`src/rtl/parity_tx_pkg.sv`:
```
// Purpose : shared types, line levels and the parity helper for the even-parity serial transmitter.
// Latency : n/a (package).
// Backpressure: n/a (package).
package parity_tx_pkg;

  // Frame sequencing states, in transmit order.
  typedef enum logic [2:0] {
    IDLE,
    START,
    DATA,
    PARITY,
    STOP
  } tx_state_t;

  // Serial line levels.
  localparam logic IDLE_LVL  = 1'b1;
  localparam logic START_LVL = 1'b0;
  localparam logic STOP_LVL  = 1'b1;

  // Even parity bit: XOR of every data bit. Callers zero-extend their word,
  // which leaves the XOR unchanged.
  function automatic logic parity_of(input logic [63:0] word);
    return ^word;
  endfunction

endpackage

```
`src/rtl/parity_tx_bit_timer.sv`:
```
// Purpose : bit-period timer; counts 0..CLKS_PER_BIT-1 while enabled and flags the terminal count.
// Latency : bit_end is combinational from the counter, high on the last cycle of each bit period.
// Backpressure: none; load restarts the period at count 0.
//
// Ports: clk, rst_n (async, active low), en (count while high),
//        load (restart at 0, wins over en), bit_end (terminal-count flag).
module parity_tx_bit_timer #(
  parameter int CLKS_PER_BIT = 4
) (
  input  logic clk,
  input  logic rst_n,
  input  logic en,
  input  logic load,
  output logic bit_end
);

  localparam int CW = (CLKS_PER_BIT > 1) ? $clog2(CLKS_PER_BIT) : 1;
  localparam logic [CW-1:0] LAST = CW'(CLKS_PER_BIT - 1);

  logic [CW-1:0] cnt;

  assign bit_end = en && (cnt == LAST);

  // The counter wraps to 0 at the terminal count, so consecutive bit periods
  // run back to back without needing an explicit reload.
  always_ff @(posedge clk or negedge rst_n) begin
    if (!rst_n) begin
      cnt <= '0;
    end else if (load) begin
      cnt <= '0;
    end else if (en) begin
      cnt <= (cnt == LAST) ? '0 : cnt + 1'b1;
    end
  end

endmodule

```
`src/rtl/parity_tx.sv`:
```
// Purpose : even-parity serial frame transmitter (start, DATA_W data bits LSB first, parity, stop).
// Latency : start bit on tx_out one cycle after acceptance; frame lasts (DATA_W+3)*CLKS_PER_BIT cycles.
// Backpressure: ready_out is low for the whole frame; valid_in is ignored while busy (no queue).
//
// Ports: clk, rst_n (async, active low); data_in/valid_in/ready_out word handshake;
//        tx_out serial line (idles high); busy = !ready_out; frame_done pulses on the
//        last stop-bit cycle. Optional macro PARITY_TX_ERR_INJECT_EN adds err_inject,
//        sampled at acceptance, which inverts the parity bit of that one frame.
module parity_tx
  import parity_tx_pkg::*;
#(
  parameter int DATA_W       = 4,
  parameter int CLKS_PER_BIT = 4
) (
  input  logic              clk,
  input  logic              rst_n,
  input  logic [DATA_W-1:0] data_in,
  input  logic              valid_in,
  output logic              ready_out,
  output logic              tx_out,
  output logic              busy,
  output logic              frame_done
`ifdef PARITY_TX_ERR_INJECT_EN
  ,
  input  logic              err_inject
`endif
);

  localparam int BCW = $clog2(DATA_W + 1);
  localparam logic [BCW-1:0] LAST_BIT = BCW'(DATA_W - 1);

  tx_state_t         state;
  logic [DATA_W-1:0] shift;
  logic              par;
  logic [BCW-1:0]    bit_cnt;
  logic              accept;
  logic              bit_end;
  logic              inject;

  // ready_out is only ever high in IDLE, so it alone qualifies acceptance.
  assign accept = valid_in && ready_out;

`ifdef PARITY_TX_ERR_INJECT_EN
  assign inject = err_inject;
`else
  assign inject = 1'b0;
`endif

  parity_tx_bit_timer #(
    .CLKS_PER_BIT(CLKS_PER_BIT)
  ) u_bit_timer (
    .clk    (clk),
    .rst_n  (rst_n),
    .en     (state != IDLE),
    .load   (accept),
    .bit_end(bit_end)
  );

  // tx_out is registered from the current state, so the line trails the state
  // by one cycle. Ending STOP in the state domain one cycle early lets ready_out
  // and frame_done rise together on the final stop-bit cycle, which leaves a
  // single idle-high cycle between back-to-back frames.
  always_ff @(posedge clk or negedge rst_n) begin
    if (!rst_n) begin
      state      <= IDLE;
      shift      <= '0;
      par        <= 1'b0;
      bit_cnt    <= '0;
      tx_out     <= IDLE_LVL;
      ready_out  <= 1'b1;
      busy       <= 1'b0;
      frame_done <= 1'b0;
    end else begin
      frame_done <= 1'b0;
      case (state)
        IDLE: begin
          tx_out <= IDLE_LVL;
          if (accept) begin
            shift     <= data_in;
            par       <= parity_of(64'(data_in)) ^ inject;
            bit_cnt   <= '0;
            state     <= START;
            ready_out <= 1'b0;
            busy      <= 1'b1;
          end
        end
        START: begin
          tx_out <= START_LVL;
          if (bit_end) state <= DATA;
        end
        DATA: begin
          tx_out <= shift[0];
          if (bit_end) begin
            shift <= shift >> 1;
            if (bit_cnt == LAST_BIT) begin
              bit_cnt <= '0;
              state   <= PARITY;
            end else begin
              bit_cnt <= bit_cnt + 1'b1;
            end
          end
        end
        PARITY: begin
          tx_out <= par;
          if (bit_end) state <= STOP;
        end
        STOP: begin
          tx_out <= STOP_LVL;
          if (bit_end) begin
            state      <= IDLE;
            ready_out  <= 1'b1;
            busy       <= 1'b0;
            frame_done <= 1'b1;
          end
        end
        default: begin
          state  <= IDLE;
          tx_out <= IDLE_LVL;
        end
      endcase
    end
  end

endmodule
```
`config.mk`:
```
export PLATFORM = sky130hd
export DESIGN_NAME = parity_tx
export DESIGN_NICKNAME = d
export VERILOG_FILES = /design/src/rtl/parity_tx_pkg.sv /design/src/rtl/parity_tx_bit_timer.sv /design/src/rtl/parity_tx.sv
export SDC_FILE = /design/constraint.sdc
export NUM_CORES = 1
export LEC_CHECK = 0
export CORE_MARGIN = 1
export CORE_UTILIZATION = 35
export DETAILED_ROUTE_END_ITERATION = 10
export GPL_ROUTABILITY_DRIVEN = 1
export PLACE_DENSITY_LB_ADDON = 0.15
export SYNTH_ARGS = -nofsm -noshare
export SYNTH_HDL_FRONTEND = slang
export SYNTH_SLANG_ARGS = --single-unit
```
`constraint.sdc`:
```
create_clock -name clk -period 2.3 [get_ports clk]
set_clock_uncertainty 0.1 [all_clocks]
set_input_delay 0.345 -clock clk [delete_from_list [all_inputs] [get_ports clk]]
set_output_delay 0.345 -clock clk [all_outputs]
set_load 0.05 [all_outputs]
```
==> run_results.csv, run 1 <==
group,metric,value,unit
sta,slew_viol_final,0,
finish,layoutNonFillerInstCount,115,
placement,io_buffer_count,10,
yosys,yosys_register_bits,17,
grt,use_met1,17.34,%
sta,rsz0062_at_grt,"false",
routing,post_drt_wl_per_cell,12.38,microns
sta,tns,0,ns
yosys,yosysWarnings,0,
sta,finalSetupViolCount,0,
grt,grt_use_total,12.98,%
worst_setup_path,regToRegEndpoint,"shift[2]",
finish,fillers,226,
yosys,syn_nets,81,
placement,dp_hpwl,1052,microns
worst_setup_path,critPathBufInv,1,
grt,grt_pass1_wl,2373,microns
floorplan,initial_core_util,38.18,%
hold_path,hold_path_class,"in2async",
yosys,async_reset_ff_share,100.0,%
worst_setup_path,worst-path-stages,1,
sta,worst_pin_slew,0.5048,ns
grt,grt_max_degree,18,
floorplan,num_rows,17,
routing,drt-total-wl,1424,microns
yosys,synthTopCellsByArea,"dfrtp_1, dfstp_2, mux2i_1",
cts,cts_tree,"yes",
power_and_ir_drop,power_density,478.0,mW/mm^2
yosys,synthFlopType,"dfrtp_1",
cts,postCtsSetupBuffers,0,
worst_setup_path,path_delay_family,"buffers and inverters",
yosys,synth_most_common_cell,"dfrtp_1",
placement,gp_congestion,0.7174,
cts,cts-root-buf,"clkbuf_4",
yosys,synthCells,72,
routing,vias,562,
worst_setup_path,reg2reg_slack,0.38,ns
sta,hold_viol,0,
floorplan,fp.dieW,51.60,microns
cts,clk_latency,0.29,ns
worst_setup_path,crit_fanout,7,
yosys,postSynthAreaPerCell,11.96,sq um
grt,busiest_layer,"met2",
worst_setup_path,arrival,1.75,ns
sta,worst_hold_slack,0.2538,ns
worst_setup_path,r2r_cells,3,
power_and_ir_drop,p_leak,0.0004726,uW
grt,antenna_found_initial,0,
run,max_cap_violations,0,
routing,routed_via_density,4.887,
floorplan,core_area,0.002255,sq mm
sta,fmax,0.4566,GHz
placement,dp_slack,0.3390,ns
power_and_ir_drop,peakVddDrop,415.8,uV
yosys,synth_top_area_share,43.60,%
yosys,yosysTopAreaCell,"dfrtp_1",
routing,dr.first_iter.drc_count,7,
finish,multiInputGateArea,389.1,sq um
yosys,synth_enable_flop_cells,0,
yosys,yosysSeqAreaShare,49.71,%
routing,drtPass1Iterations,3,
finish,area_delta_synth_final,19.91,%
grt,grt_util_met2,17.75,%
cts,path_clk_slew,0.10,ns
finish,layout.nets,97,
grt,met3_usage,6.140,%
cts,cts_htree_levels,1,
cts,cts_resized,0,
routing,ant_nets,0,
cts,numCtsBuffers,3,
finish,antenna_cells,0,
grt,first_global_vias,506,
worst_setup_path,r2r-start,"state[1]",
sta,min_period,2.190,ns
worst_setup_path,critPathKind,"reg2out",
routing,drc_errors,0,
cts,cts_sinks,17,
grt,grt-ovfl-total,0,
outcome,status,"completed",
worst_setup_path,crit_slowest_cell,"clkdlybuf4s50_1",
worst_setup_path,start_kind,"flop",
floorplan,die_h,51.60,microns
cts,cts_buffer_depth,2,
yosys,synthTopCellsByCount,"dfrtp_1, inv_1, mux2i_1, nand2_1",
floorplan,pin_count,11,
finish,seq_area,427.9,sq um
worst_setup_path,end_kind,"output port",
sta,layout_setup_ws,0.1100,ns
yosys,synth_cell_types,31,
worst_setup_path,crit_chain,"clkdlybuf4s50_1",
sta,fin_crit_sh,95.22,%
worst_setup_path,cp.required,1.86,ns
placement,dp.cells,111,
worst_setup_path,critical_path.max_stage_delay,0.82,ns
yosys,syn-cell-area,860.8,sq um
cts,cts_hold_buf,0,
sta,slew_headroom,66.20,%
finish,drive_gt1_share,21.84,%
floorplan,fp.dieArea,0.002662,sq mm
-- sequential cells by signal, indices dropped and copies added (netlist names) --
| signal | flops |
|---|---|
| bit_cnt | 3 |
| state | 3 |
| par | 1 |
| tx_out | 1 |
| frame_done | 1 |
| busy | 1 |
| shift | 4 |
| ready_out | 1 |
| u_bit_timer.cnt | 2 |
-- cells in the final DEF, fill, tap and decap left out, types with 2 or more instances in the layout --
cell             count
dfrtp_1             15
clkdlybuf4s50_1     10
inv_1                6
nand2_1              5
mux2i_1              5
buf_4                4
nor2_1               3
mux2_2               3
xnor2_1              3
clkbuf_4             3
a21oi_1              2
and3_1               2
mux2_4               2
nand2b_1             2
nand3_1              2
ha_1                 2
dfstp_2              2
-- metal layers --
layer	share of wire [%]	up-vias
li1	-	279
met4	0.98	0
met2	42	12
met3	5.3	2
met1	52	269
met5	0	-
-- where the power goes --
group / switching, uW / total (uW) / internal (uW)
clock: 93.1 / 158 / 64.7
combinational: 14.4 / 32.9 / 18.5
sequential: 1.03 / 303 / 302
total: 109 / 493 / 385
-- metrics by stage --
stage               power (uW)  instance area, sq um  utilization (%)
floorplan                319.8                 860.8                -
global placement         341.5                  1005            44.56
detailed placement       341.7                  1005            44.56
CTS                      506.0                  1032            45.78
global route             527.5                  1032            45.78
finish                   493.4                  1032            45.78
-- layout make-up --
cell class	count	area share [%]
inverter	6	2.182
sequential	17	41.45
clock inverter	1	0.4848
tap	28	3.394
timing repair buffer	14	12.61
clock buffer	3	2.182
multi-input combinational	46	37.70
-- how the worst max path moves through the flow --
stage / end / startpoint
after floorplan: shift[1] / ready_out
after global routing: ready_out / ready_out
after CTS: ready_out / ready_out
final: ready_out / ready_out
after global placement: bit_cnt[0] / valid_in
after detailed placement: bit_cnt[0] / valid_in
-- cell families after synthesis --
family	synth area share (%)
DFF	49.71
muxes	13.23
buffers and inverters	5.087
AOI/OAI and AO/OA	10.90
adders and majority gates	2.907
xor gates and xnor gates	4.071
and+or+nand+nor	14.10
Power figures use the tool's default switching activity.
==> inputs of run 2 (changes only) <==
--- a/config.mk
+++ b/config.mk
@@ -5,11 +5,11 @@
 export SDC_FILE = /design/constraint.sdc
 export NUM_CORES = 1
 export LEC_CHECK = 0
-export CORE_MARGIN = 1
 export CORE_UTILIZATION = 35
 export DETAILED_ROUTE_END_ITERATION = 10
 export GPL_ROUTABILITY_DRIVEN = 1
 export PLACE_DENSITY_LB_ADDON = 0.15
+export REMOVE_ABC_BUFFERS = 1
 export SYNTH_ARGS = -nofsm -noshare
 export SYNTH_HDL_FRONTEND = slang
 export SYNTH_SLANG_ARGS = --single-unit
==> run 2 against run 1 <==
First-iteration DRC count unchanged. Register-to-register slack better by 0.23 ns. Cell count down 0.87%. Worst hold slack better by 0.018 ns. Critical path depth unchanged. Via count down 0.53%. Clock-buffer cell count up 1. Sequential power about the same. Flip-flop and latch count unchanged. Critical path type unchanged. Highest routed layer is now met3.
==> run_results.csv, run 2 (synthesis results as in run 1) <==
group,metric,value,unit
routing,routed_via_density,4.904,
finish,top_register,"shift",
power_and_ir_drop,combPwrFrac,6.7,%
finish,antenna_cells,0,
worst_setup_path,arrival,1.73,ns
grt,antenna_found_initial,0,
power_and_ir_drop,pwr-share-clk,31.6,%
power_and_ir_drop,peakVddDrop,328.6,uV
run,max_cap_violations,0,
power_and_ir_drop,power_switching,103.3,uW
floorplan,pin_count,11,
grt,first_global_vias,531,
worst_setup_path,start_kind,"flop",
cts,cts-root-buf,"clkbuf_4",
power_and_ir_drop,intPower,387.5,uW
routing,dr.first_iter.drc_count,7,
routing,post_drt_wl_per_cell,13.00,microns
sta,fmax,0.4608,GHz
sta,worst_hold_slack,0.2718,ns
worst_setup_path,crit_chain,"clkdlybuf4s50_1",
routing,drtPass1Iterations,5,
cts,cts_sinks,17,
grt,grt_pass1_wl,2490,microns
sta,worst_pin_slew,0.4989,ns
sta,min_period,2.170,ns
sta,layout_setup_ws,0.1299,ns
worst_setup_path,crit_slowest_cell,"clkdlybuf4s50_1",
finish,finalInstanceArea,0.001023,sq mm
floorplan,die_h,51.60,microns
cts,cts_hold_buf,0,
sta,slew_viol_final,0,
finish,largestRegisters,"shift (4), bit_cnt (3), state (3)",
cts,clk_latency,0.29,ns
placement,io_buffer_count,10,
grt,met3_usage,5.263,%
worst_setup_path,reg2reg_slack,0.61,ns
outcome,status,"completed",
routing,drc_errors,0,
routing,ant_nets,0,
finish,area_delta_synth_final,18.90,%
floorplan,fp.dieW,51.60,microns
placement,gp_congestion,0.6660,
finish,final_cell_mix,"dfrtp_1, clkdlybuf4s50_1, inv_1",
power_and_ir_drop,power_frac_seq,61.7,%
worst_setup_path,cp.required,1.86,ns
sta,tns,0,ns
grt,grt_util_met2,20.78,%
grt,grt_max_degree,18,
hold_path,hold_path_class,"in2async",
cts,cts_htree_levels,1,
sta,hold_viol,0,
power_and_ir_drop,swShare,21.05,%
grt,grt_use_total,13.10,%
worst_setup_path,critPathKind,"reg2out",
power_and_ir_drop,power,490.9,uW
worst_setup_path,crit_fanout,7,
sta,slew_headroom,66.64,%
routing,vias,559,
finish,layout_commonest_cell,"dfrtp_1",
worst_setup_path,end_kind,"output port",
finish,layout.nets,96,
finish,largest_reg_flops,4,
power_and_ir_drop,p_leak,0.0004644,uW
worst_setup_path,critical_path.max_stage_delay,0.82,ns
grt,use_met1,16.21,%
sta,fin_crit_sh,94.35,%
placement,place_area,997.2,sq um
routing,drt-total-wl,1482,microns
power_and_ir_drop,power_density,479.6,mW/mm^2
worst_setup_path,path_delay_family,"buffers and inverters",
placement,dp_hpwl,1078,microns
cts,path_clk_slew,0.09,ns
placement,dp_slack,0.3294,ns
cts,cts_buffer_depth,2,
sta,finalSetupViolCount,0,
sta,rsz0062_at_grt,"false",
grt,busiest_layer,"met2",
cts,numCtsBuffers,3,
floorplan,fp.dieArea,0.002662,sq mm
floorplan,core_area,0.002255,sq mm
worst_setup_path,critPathBufInv,1,
floorplan,initial_core_util,38.18,%
finish,fillers,221,
finish,drive_gt1_share,19.77,%
cts,postCtsSetupBuffers,0,
grt,grt-ovfl-total,0,
cts,cts_tree,"yes",
floorplan,num_rows,17,
cts,cts_resized,0,
[run 2: power groups by stage]
stage,combinational (uW),clock (uW),sequential [uW]
global route,36.2,182,303
CTS,34.1,166,303
floorplan,11.6,0,308
finish,33.0,155,303
global placement,33.5,0,309
detailed placement,33.7,0,308
[run 2: stage by stage]
step	std cells	util [%]
6_report	114	45.39
5_1_grt	114	45.39
3_3_place_gp	110	44.23
4_1_cts	114	45.39
3_5_place_dp	110	44.23
2_1_floorplan	69	-
[run 2: cell type report]
cell class	instances	area, sq um	share of cell area [%]
Inverter	6	22.52	2.200
Timing Repair Buffer	13	122.6	11.98
Multi-Input combinational cell	46	389.1	38.02
Tap cell	28	35.03	3.423
Clock buffer	4	26.28	2.567
Sequential cell	17	427.9	41.81
[run 2: worst register-to-register path, stage by stage, from the launching register on]
cell	delay, ns
dfrtp_1	0.52
nor3b_2	0.34
mux2_2	0.37
mux2_4	0.25
[run 2: path summary, 6_finish.rpt]
path,from,endpoint,cells after the start
worst max-delay path,ready_out,ready_out,1
worst min-delay path,rst_n,state[1],2
worst max register to register,state[1],shift[2],3
worst min register to register,shift[3],shift[3],2
max in group asynchronous,rst_n,ready_out,2
min in group clk,shift[3],shift[3],2
[run 2: per-layer routing]
metal	vias up	wire length [microns]	part of all wire, %
met5	-	0	0
met4	0	0	0
met3	0	62	4.2
met2	14	680	46
met1	267	739	50
li1	278	-	-
